<file path="src/rtl/pipeline_pkg.sv">
`default_nettype none
// ============================================================================
// Module      : pipeline_pkg
// Description : Definitions shared by the fetch, if/id buffer and decode
//               stages. Holds the default datapath width, the bubble
//               instruction and the {pc, instruction} fetch packet.
// Revision    : 1.0 - initial release
// ============================================================================
package pipeline_pkg;

  localparam int XLEN = 32;

  // addi x0, x0, 0 : architecturally a no-op, used as a pipeline bubble
  localparam logic [XLEN-1:0] NOP_INSN = 32'h0000_0013;

  typedef struct packed {
    logic [XLEN-1:0] pc;
    logic [XLEN-1:0] instruction;
  } fetch_pkt_t;

endpackage : pipeline_pkg
`default_nettype wire

</file>
<file path="src/rtl/sync_fifo.sv">
`default_nettype none
// ============================================================================
// Module      : sync_fifo
// Description : Generic DEPTH x WIDTH synchronous FIFO with a flush input.
//               Occupancy is tracked by an explicit count so that full and
//               empty never rely on pointer equality.
// Revision    : 1.0 - initial release
// Ports       :
//   clk         in   clock, rising edge
//   reset       in   asynchronous active-low reset
//   flush       in   empty the FIFO; concurrent push and pop are ignored
//   push_valid  in   producer offers push_data
//   push_ready  out  space available (depends on count only)
//   push_data   in   WIDTH-bit write data
//   pop_valid   out  head entry valid
//   pop_ready   in   consumer takes the head
//   pop_data    out  head entry (raw slot contents, even when empty)
//   count       out  number of occupied entries
// ============================================================================
module sync_fifo #(
  parameter int DEPTH = 2,
  parameter int WIDTH = 64
) (
  input  logic                     clk,
  input  logic                     reset,
  input  logic                     flush,
  input  logic                     push_valid,
  output logic                     push_ready,
  input  logic [WIDTH-1:0]         push_data,
  output logic                     pop_valid,
  input  logic                     pop_ready,
  output logic [WIDTH-1:0]         pop_data,
  output logic [$clog2(DEPTH):0]   count
);

  localparam int PTR_W = $clog2(DEPTH);
  localparam int CNT_W = $clog2(DEPTH) + 1;

  logic [PTR_W-1:0] head_q, head_d;
  logic [PTR_W-1:0] tail_q, tail_d;
  logic [CNT_W-1:0] count_q, count_d;
  logic [WIDTH-1:0] mem_q [DEPTH];
  logic [WIDTH-1:0] mem_d [DEPTH];
  logic             push;
  logic             pop;

  assign push_ready = (count_q != CNT_W'(DEPTH));
  assign pop_valid  = (count_q != '0);
  assign pop_data   = mem_q[head_q];
  assign count      = count_q;

  assign push = push_valid && push_ready && !flush;
  assign pop  = pop_valid && pop_ready && !flush;

  // DEPTH is a power of two, so the pointers wrap by natural overflow.
  always_comb begin
    head_d  = head_q;
    tail_d  = tail_q;
    count_d = count_q;
    mem_d   = mem_q;
    if (flush) begin
      head_d  = '0;
      tail_d  = '0;
      count_d = '0;
    end else begin
      if (push) begin
        mem_d[tail_q] = push_data;
        tail_d        = tail_q + 1'b1;
      end
      if (pop) begin
        head_d = head_q + 1'b1;
      end
      case ({push, pop})
        2'b10:   count_d = count_q + 1'b1;
        2'b01:   count_d = count_q - 1'b1;
        default: count_d = count_q;
      endcase
    end
  end

  always_ff @(posedge clk or negedge reset) begin
    if (!reset) begin
      head_q  <= '0;
      tail_q  <= '0;
      count_q <= '0;
      for (int i = 0; i < DEPTH; i++) begin
        mem_q[i] <= '0;
      end
    end else begin
      head_q  <= head_d;
      tail_q  <= tail_d;
      count_q <= count_d;
      mem_q   <= mem_d;
    end
  end

endmodule : sync_fifo
`default_nettype wire

</file>
<file path="src/rtl/if_id_buffer.sv">
`default_nettype none
// ============================================================================
// Module      : if_id_buffer
// Description : Fetch-to-decode pipeline buffer. Queues {pc, instruction}
//               pairs, presents a NOP bubble when empty, supports a
//               branch/jump flush and counts decode stall cycles.
// Revision    : 1.0 - initial release
// Ports       :
//   clk              in   clock, rising edge
//   reset            in   asynchronous active-low reset
//   in_valid/ready   fetch-side handshake
//   in_pc            in   pc of the fetched instruction
//   in_instruction   in   fetched instruction word
//   flush            in   discard buffered and incoming entries
//   out_valid/ready  decode-side handshake
//   out_pc           out  head pc (0 when empty)
//   out_pc_plus4     out  out_pc + 4
//   out_instruction  out  head instruction (NOP_INSN when empty)
//   count            out  occupied entries
//   stall_cycles     out  saturating count of decode stall cycles
// ============================================================================
module if_id_buffer
  import pipeline_pkg::*;
#(
  parameter int              XLEN        = pipeline_pkg::XLEN,
  parameter int              DEPTH       = 2,
  parameter logic [XLEN-1:0] NOP_INSN    = XLEN'(pipeline_pkg::NOP_INSN),
  parameter int              STALL_CNT_W = 16
) (
  input  logic                     clk,
  input  logic                     reset,
  input  logic                     in_valid,
  output logic                     in_ready,
  input  logic [XLEN-1:0]          in_pc,
  input  logic [XLEN-1:0]          in_instruction,
  input  logic                     flush,
  output logic                     out_valid,
  input  logic                     out_ready,
  output logic [XLEN-1:0]          out_pc,
  output logic [XLEN-1:0]          out_pc_plus4,
  output logic [XLEN-1:0]          out_instruction,
  output logic [$clog2(DEPTH):0]   count,
  output logic [STALL_CNT_W-1:0]   stall_cycles
);

  logic [2*XLEN-1:0]      head_data;
  logic [STALL_CNT_W-1:0] stall_q, stall_d;

  sync_fifo #(
    .DEPTH (DEPTH),
    .WIDTH (2 * XLEN)
  ) u_fifo (
    .clk        (clk),
    .reset      (reset),
    .flush      (flush),
    .push_valid (in_valid),
    .push_ready (in_ready),
    .push_data  ({in_pc, in_instruction}),
    .pop_valid  (out_valid),
    .pop_ready  (out_ready),
    .pop_data   (head_data),
    .count      (count)
  );

  // The raw head slot holds stale data when empty; substitute a bubble.
  assign out_pc          = out_valid ? head_data[2*XLEN-1:XLEN] : '0;
  assign out_instruction = out_valid ? head_data[XLEN-1:0]      : NOP_INSN;
  assign out_pc_plus4    = out_pc + XLEN'(4);

  // Saturating stall counter; deliberately survives flush.
  always_comb begin
    stall_d = stall_q;
    if (out_valid && !out_ready && !flush && (stall_q != '1)) begin
      stall_d = stall_q + 1'b1;
    end
  end

  always_ff @(posedge clk or negedge reset) begin
    if (!reset) begin
      stall_q <= '0;
    end else begin
      stall_q <= stall_d;
    end
  end

  assign stall_cycles = stall_q;

endmodule : if_id_buffer
`default_nettype wire
</file>
<file path="config.mk">
export PLATFORM = sky130hd
export DESIGN_NAME = if_id_buffer
export DESIGN_NICKNAME = d
export VERILOG_FILES = /design/src/rtl/pipeline_pkg.sv /design/src/rtl/sync_fifo.sv /design/src/rtl/if_id_buffer.sv
export SDC_FILE = /design/constraint.sdc
export NUM_CORES = 1
export LEC_CHECK = 0
export ABC_AREA = 1
export BUFFER_PORTS_ARGS = -buffer_cell sky130_fd_sc_hd__buf_2
export CORE_MARGIN = 5
export CORE_UTILIZATION = 59
export DETAILED_ROUTE_END_ITERATION = 10
export MAX_ROUTING_LAYER = met4
export PLACE_DENSITY = 0.86
export REMOVE_ABC_BUFFERS = 1
export SLEW_MARGIN = 30
export SYNTH_ARGS = -nofsm -noshare
export SYNTH_HDL_FRONTEND = slang
export SYNTH_SLANG_ARGS = --single-unit
</file>
<file path="constraint.sdc">
create_clock -name clk -period 5.2 [get_ports clk]
set_input_delay 0.26 -clock clk [delete_from_list [all_inputs] [get_ports clk]]
set_output_delay 0.26 -clock clk [all_outputs]
set_load 0.01 [all_outputs]
</file>
==> results.sh, run 1 <==
export IMPL_core_mm2=0.0132
export IMPL_io_buffers=184
export IMPL_synth_area_mm2=0.00797
export IMPL_synth_simple_gate_area_share_pct=29.7
export IMPL_slew_viol_final=0
export IMPL_max_freq_mhz=283
export IMPL_clk_pin_slew_ns=0.06
export IMPL_htree_levels=4
export IMPL_grt_max_degree=115
export IMPL_tightest_slew_ns=0.854
export IMPL_syn_avg_cell_area_um2=7.46
export IMPL_row_count=42
export IMPL_synth_cell_type_count=31
export IMPL_synth_xor_area_share_pct=3.17
export IMPL_final_core_util_pct=72.2
export IMPL_slew_headroom_pct=43.0
export IMPL_critPathSlowestCell="clkinv_2"
export IMPL_synth_top_family_by_area="simple AND/OR/NAND/NOR gates"
export IMPL_slowest_delay_ns=0.67
export IMPL_crit_chain="nor2_4, clkinv_2, nand3_2, inv_1, ha_1, inv_1, nor2_2, nand2_4, inv_1, nand2_1, nand2_1, nand2_1, buf_2"
export IMPL_max_cap_violations=0
export IMPL_root_buffer="clkbuf_16"
export IMPL_drc=0
export IMPL_synth_ff_type="dfrtp_1"
export IMPL_antenna_left=0
export IMPL_postCtsHoldBufs=1
export IMPL_synth_fa_ha_area_share_pct=0.314
export IMPL_hold_slack_ns=0.0857
export IMPL_clockBufferDepth=2
export IMPL_synth_yosys_seq_area_share_pct=46.5
export IMPL_die_area_mm2=0.0159
export IMPL_muxShareOfSynthArea_pct=0.141
export IMPL_synthMostInstantiatedCell="nand2_1"
export IMPL_yosysTopAreaCellShare_pct=46.5
export IMPL_max_vdd_ir_drop_mv=0.314
export IMPL_postCtsSetupBuffers=0
export IMPL_wirelength_mm=20.6
export IMPL_clock_latency_ns=0.42
export IMPL_ys_warn_count=0
export IMPL_drtIter0Drc=656
export IMPL_yosysTopAreaCell="dfrtp_1"
export IMPL_ys_ff_latch=148
export IMPL_setup_viol=0
export IMPL_p_leak_nw=5.28
export IMPL_pwr_density_cell_mw_per_mm2=504
export IMPL_synth_area_leaders="dfrtp_1 46%, nand2_1 18%, o21ai_0 7.0%, inv_1 5.8%, nand3_1 2.8%"
export IMPL_drtPass1Iterations=5
export IMPL_synthTopCellsByCount="387 x nand2_1, 148 x dfrtp_1, 124 x inv_1"
export IMPL_cts_tree="done"
export IMPL_rsz0062_at_grt="no"
export IMPL_vias=7364
export IMPL_nNetsFinal=1295
export IMPL_start_util_pct=60.2
export IMPL_end_kind="primary output"
export IMPL_die_w_um=126
export IMPL_drive_gt1_share_pct=22.7
export IMPL_grt_pass1_wl_mm=34.8
export IMPL_area_delta_synth_final_pct=20.0
export IMPL_grt_pass1_vias=7201
export IMPL_die_y_um=126
export IMPL_cts_resized=0
export IMPL_routedWlPerCell_um=14.5
export IMPL_timing_setup_tns_ns=0
export IMPL_antenna_found_initial=1
export IMPL_synth_compound_area_share_pct=10.4
export IMPL_syn_instance_count=1068
export IMPL_grt_overflow_total=0
export IMPL_finalClockSkew_ns=0.00504
export IMPL_avgViaCountPerCell=5.20
export IMPL_start_kind="flip-flop"
export IMPL_finalHoldViolations=0
export IMPL_crit_fanout=60
export IMPL_synth_edf_count=0
export IMPL_io_pin_count=185
export IMPL_grtUsageTotal_pct=27.3
export IMPL_fin_crit_ns=3.53
export IMPL_clock_sinks=148
export IMPL_async_flop_share_pct=100
export IMPL_holdCritPathClass="input port to flip-flop"
export IMPL_dp_hpwl_mm=14.1
export IMPL_cp_arrival_ns=3.27
export IMPL_place_gp_congestion=1.02
export IMPL_cts_buffers=17
export IMPL_timing_worst_setup_path_type="flip-flop to primary output"
export IMPL_status="complete, no violations"
export IMPL_finalCritPeriodShare_pct=67.8
export IMPL_crit_required_ns=4.94
routing by layer:
metal / vias to the layer above / routed length (µm) / GRT usage, %
met4: 0 / 443 / 9.34
met1: 3415 / 8760 / 36.2
li1: 3611 / - / -
met3: 38 / 1700 / 5.97
met5: - / 0 / -
met2: 300 / 9660 / 42.0
worst max-delay path, delay by kind of cell, from the launching register on:
kind | cells | cell delay [ns]
and+or+nand+nor | 7 | 1.05
DFF | 1 | 0.44
buffers and inverters | 5 | 1.13
adders and majority gates | 1 | 0.24
cell usage in the layout, fill, tap and decap left out, types with 2 or more instances in the layout:
master	n
buf_6	2
clkinv_2	2
dfrtp_1	147
nand2_2	14
nor2_4	9
diode_2	2
o21ai_0	112
buf_4	4
xnor2_1	3
nor2_2	10
clkbuf_16	17
a21oi_1	32
o21ai_1	22
bufinv_16	5
clkbuf_8	2
clkinvlp_4	4
nand2_1	385
xor2_1	24
nand3_2	11
nor3_1	9
inv_1	124
nand2_4	7
ha_1	2
nor2_1	46
nand3_1	45
inv_2	3
buf_2	183
clkbuf_1	2
final timing paths:
path | to | slack [ns] | startpoint | cells past startpoint
worst max-delay path | out_pc_plus4[26] | 1.67 | u_fifo.count[1] | 13
worst min-delay path | u_fifo.mem_q[27] | 0.09 | in_instruction[27] | 3
worst max register to register | u_fifo.head_q | 3.08 | u_fifo.head_q | 4
worst min register to register | u_fifo.mem_q[70] | 0.48 | u_fifo.mem_q[70] | 2
max in group asynchronous | u_fifo.mem_q[37] | 3.59 | reset | 3
min in group asynchronous | u_fifo.mem_q[62] | 0.49 | reset | 2
through the flow:
| step | power, mW | cells | instance area [µm²] | setup slack (ns) |
|---|---|---|---|---|
| floorplan | 2.86 | 1014 | 7670 | 1.77 |
| global placement | 3.41 | 1380 | 8880 | 2.14 |
| detailed placement | 3.47 | 1380 | 8880 | 2.13 |
| CTS | 4.83 | 1413 | 9540 | 1.67 |
| global route | 5.15 | 1414 | 9560 | 1.43 |
| finish | 4.82 | 1415 | 9560 | 1.67 |
sequential cells by signal (all words and copies together) (netlist names):
name	flops
stall_cycles	16
u_fifo.count	2
u_fifo.head_q	1
u_fifo.mem_q	128
u_fifo.tail_q	1
power breakdown:
group / internal, mW / switching [mW] / total (mW)
sequential: 1.60 / 0.277 / 1.88
clock: 0.865 / 0.479 / 1.34
combinational: 0.569 / 1.03 / 1.60
total: 3.03 / 1.79 / 4.82
final cells by class:
cell class	instances	area, µm²
Antenna cell	2	5.00
Clock buffer	20	447
Clock inverter	12	203
Fill cell	1083	3680
Inverter	128	482
Multi-Input combinational cell	738	3500
Sequential cell	148	3700
Tap cell	176	220
Timing Repair Buffer	191	992
cells by family after synthesis:
family          count (synthesis)
compound gates                166
xor+xnor                       28
fa+ha+maj                       2
buf+inv                       182
flops                         148
mux                             1
simple gates                  541
Power figures use the tool's default switching activity.
==> run 2, diff against run 1 <==
ABC_AREA = 0   (was 1)
CORE_UTILIZATION = 54   (was 59)
PLACE_DENSITY = 0.81   (was 0.86)
clock period = 3.3 ns   (was 5.2 ns; I/O delays follow)
==> results.sh, run 2 <==
export IMPL_tightest_slew_ns=0.950
export IMPL_layout_common_cells="183 x buf_2, 147 x dfrtp_1, 124 x mux2_2"
export IMPL_crit_required_ns=3.13
export IMPL_crit_family="simple AND/OR/NAND/NOR gates"
export IMPL_cts_buffers=17
export IMPL_clock_sinks=148
export IMPL_crit_fanout=43
export IMPL_clockBufferDepth=2
export IMPL_antennaDiodeCount=0
export IMPL_synth_cell_type_count=47
export IMPL_synth_yosys_seq_area_share_pct=48.8
export IMPL_met3_usage_pct=5.40
export IMPL_p_leak_nw=4.56
export IMPL_root_buffer="clkbuf_16"
export IMPL_holdCritPathClass="input port to flip-flop"
export IMPL_use_met2_pct=40.4
export IMPL_grtUsageTotal_pct=23.6
export IMPL_status="complete, no violations"
export IMPL_antenna_found_initial=0
export IMPL_end_kind="primary output"
export IMPL_final_common_cell="buf_2"
export IMPL_rsz0062_at_grt="no"
export IMPL_yosysTopAreaCell="dfrtp_1"
export IMPL_io_pin_count=185
export IMPL_cts_tree="done"
export IMPL_grt_overflow_total=0
export IMPL_wirelength_mm=18.6
export IMPL_timing_worst_setup_path_type="flip-flop to primary output"
export IMPL_setup_viol=0
export IMPL_yosysTopAreaCellShare_pct=48.8
export IMPL_clock_latency_ns=0.41
export IMPL_clk_pin_slew_ns=0.06
export IMPL_max_freq_mhz=333
export IMPL_max_vdd_ir_drop_mv=0.497
export IMPL_synth_ff_type="dfrtp_1"
export IMPL_fin_ws_ns=0.296
export IMPL_pwr_density_cell_mw_per_mm2=606
export IMPL_drtPass1Iterations=5
export IMPL_grt_pass1_vias=6374
export IMPL_start_util_pct=54.9
export IMPL_drtIter0Drc=337
export IMPL_die_y_um=129
export IMPL_slew_headroom_pct=36.7
export IMPL_row_count=43
export IMPL_largest_reg_flops=128
export IMPL_max_cap_violations=0
export IMPL_p_total_mw=5.94
export IMPL_syn_avg_cell_area_um2=12.2
export IMPL_crit_buf_inv=2
export IMPL_dp_cells=959
export IMPL_grt_pass1_wl_mm=30.5
export IMPL_nNetsFinal=929
export IMPL_ys_warn_count=0
export IMPL_synth_area_leaders="dfrtp_1 49%, mux2_2 18%, mux2i_1 8.3%, nor2_1 3.7%, xor2_1 3.5%"
export IMPL_core_mm2=0.0138
export IMPL_place_area_mm2=0.00862
export IMPL_cp_arrival_ns=2.84
export IMPL_slew_viol_final=0
export IMPL_design_area_mm2=0.00979
export IMPL_dp_hpwl_mm=11.9
export IMPL_die_w_um=129
export IMPL_htree_levels=4
export IMPL_max_flop_register="u_fifo.mem_q"
export IMPL_drive_gt1_share_pct=42.8
export IMPL_grt_max_degree=103
export IMPL_synth_area_mm2=0.00759
export IMPL_critPathSlowestCell="dfrtp_4"
export IMPL_finalClockSkew_ns=0.00746
export IMPL_synth_edf_count=0
export IMPL_vias=5729
export IMPL_grt_most_used_layer="met2"
export IMPL_io_buffers=184
export IMPL_routedWlPerCell_um=17.7
export IMPL_antenna_left=0
export IMPL_finalHoldViolations=0
export IMPL_hold_slack_ns=0.0128
export IMPL_fin_crit_ns=3.00
export IMPL_ys_ff_latch=148
export IMPL_crit_chain="buf_16, nand3b_1, a211oi_2, nand2_1, nor4_2, xor2_1, buf_2"
export IMPL_final_core_util_pct=70.8
export IMPL_synthMostInstantiatedCell="dfrtp_1"
export IMPL_slowest_delay_ns=0.55
export IMPL_drc=0
export IMPL_async_flop_share_pct=100
export IMPL_start_kind="flip-flop"
export IMPL_met1_usage_pct=27.1
export IMPL_finalCritPeriodShare_pct=91.0
export IMPL_timing_setup_tns_ns=0
export IMPL_syn_instance_count=623
export IMPL_pre_cts_ws_ns=0.554
export IMPL_stdcell_count=1051
export IMPL_avgViaCountPerCell=5.45
export IMPL_die_area_mm2=0.0165
export IMPL_synthTopCellsByCount="148 x dfrtp_1, 124 x mux2_2, 74 x nor2_1"
export IMPL_place_gp_congestion=0.872
export IMPL_area_delta_synth_final_pct=29.1
## run 2: changes by cell type after synthesis, moves of 28 or more
cell     delta
nor2_1     +28
nand2_1   -364
o21ai_0   -110
mux2i_1    +63
a21oi_1    -29
inv_1     -117
mux2_2    +123
## run 2: worst register-to-register path, cell delays in order, from the launching register on
cell,delay (ns)
dfrtp_1,0.46
nand2b_1,0.22
nand2_1,0.18
nor2_1,0.10
nand2_4,0.70
mux2_2,0.45
## run 2: metal layers
layer  up-vias  share of wire [%]
met5         -                  0
met4         0                2.1
met3        37                5.2
met2       181                 52
met1      2861                 41
li1       2650                  -
## run 2: layout make-up
cell class | count | area [µm²]
clock inverters | 12 | 109
well taps | 180 | 225
clock buffers | 20 | 437
fillers | 949 | 4030
multi-input cells | 433 | 3660
inverters | 7 | 26.3
repair buffers | 251 | 1630
flip-flops and latches | 148 | 3710
## run 2: logic make-up (layout without fill, tap and decap cells)
family          Yosys count  in the layout  synth area share [%]
mux                     193            193                  27.6
compound gates           17             17                  2.03
flops                   148            148                  48.8
xor+xnor                 46             46                  5.31
buf+inv                  42            290                  3.25
simple gates            175            175                  12.7
fa+ha+maj                 2              2                 0.330
## run 2: path summary, 6_finish.rpt
path	endpoint	slack [ns]	depth (start not counted)	start
max in group asynchronous	u_fifo.head_q	1.94	3	reset
hold / removal	u_fifo.mem_q[1]	0.01	2	in_instruction[1]
setup reg to reg	u_fifo.mem_q[25]	1.07	5	u_fifo.count[0]
setup / recovery	out_pc_plus4[31]	0.30	7	u_fifo.head_q
hold reg to reg	u_fifo.mem_q[74]	0.50	1	u_fifo.mem_q[74]
min in group asynchronous	u_fifo.mem_q[72]	0.38	2	reset
## run 2: power by group
| part | leakage [nW] | internal [mW] | total [mW] | switching, mW |
|---|---|---|---|---|
| combinational | 2.51 | 0.794 | 1.51 | 0.720 |
| clock | 0.264 | 1.04 | 1.78 | 0.745 |
| sequential | 1.78 | 2.30 | 2.64 | 0.344 |
| total | 4.56 | 4.13 | 5.94 | 1.81 |
## run 2: what timing repair did
item | in CTS | in global routing
gates resized for setup | 0 | 2
endpoints found under the setup margin | 0 | 14
hold buffers | 56 | 2
buffers inserted | 0 | 1
endpoints found under the hold margin | 200 | 2
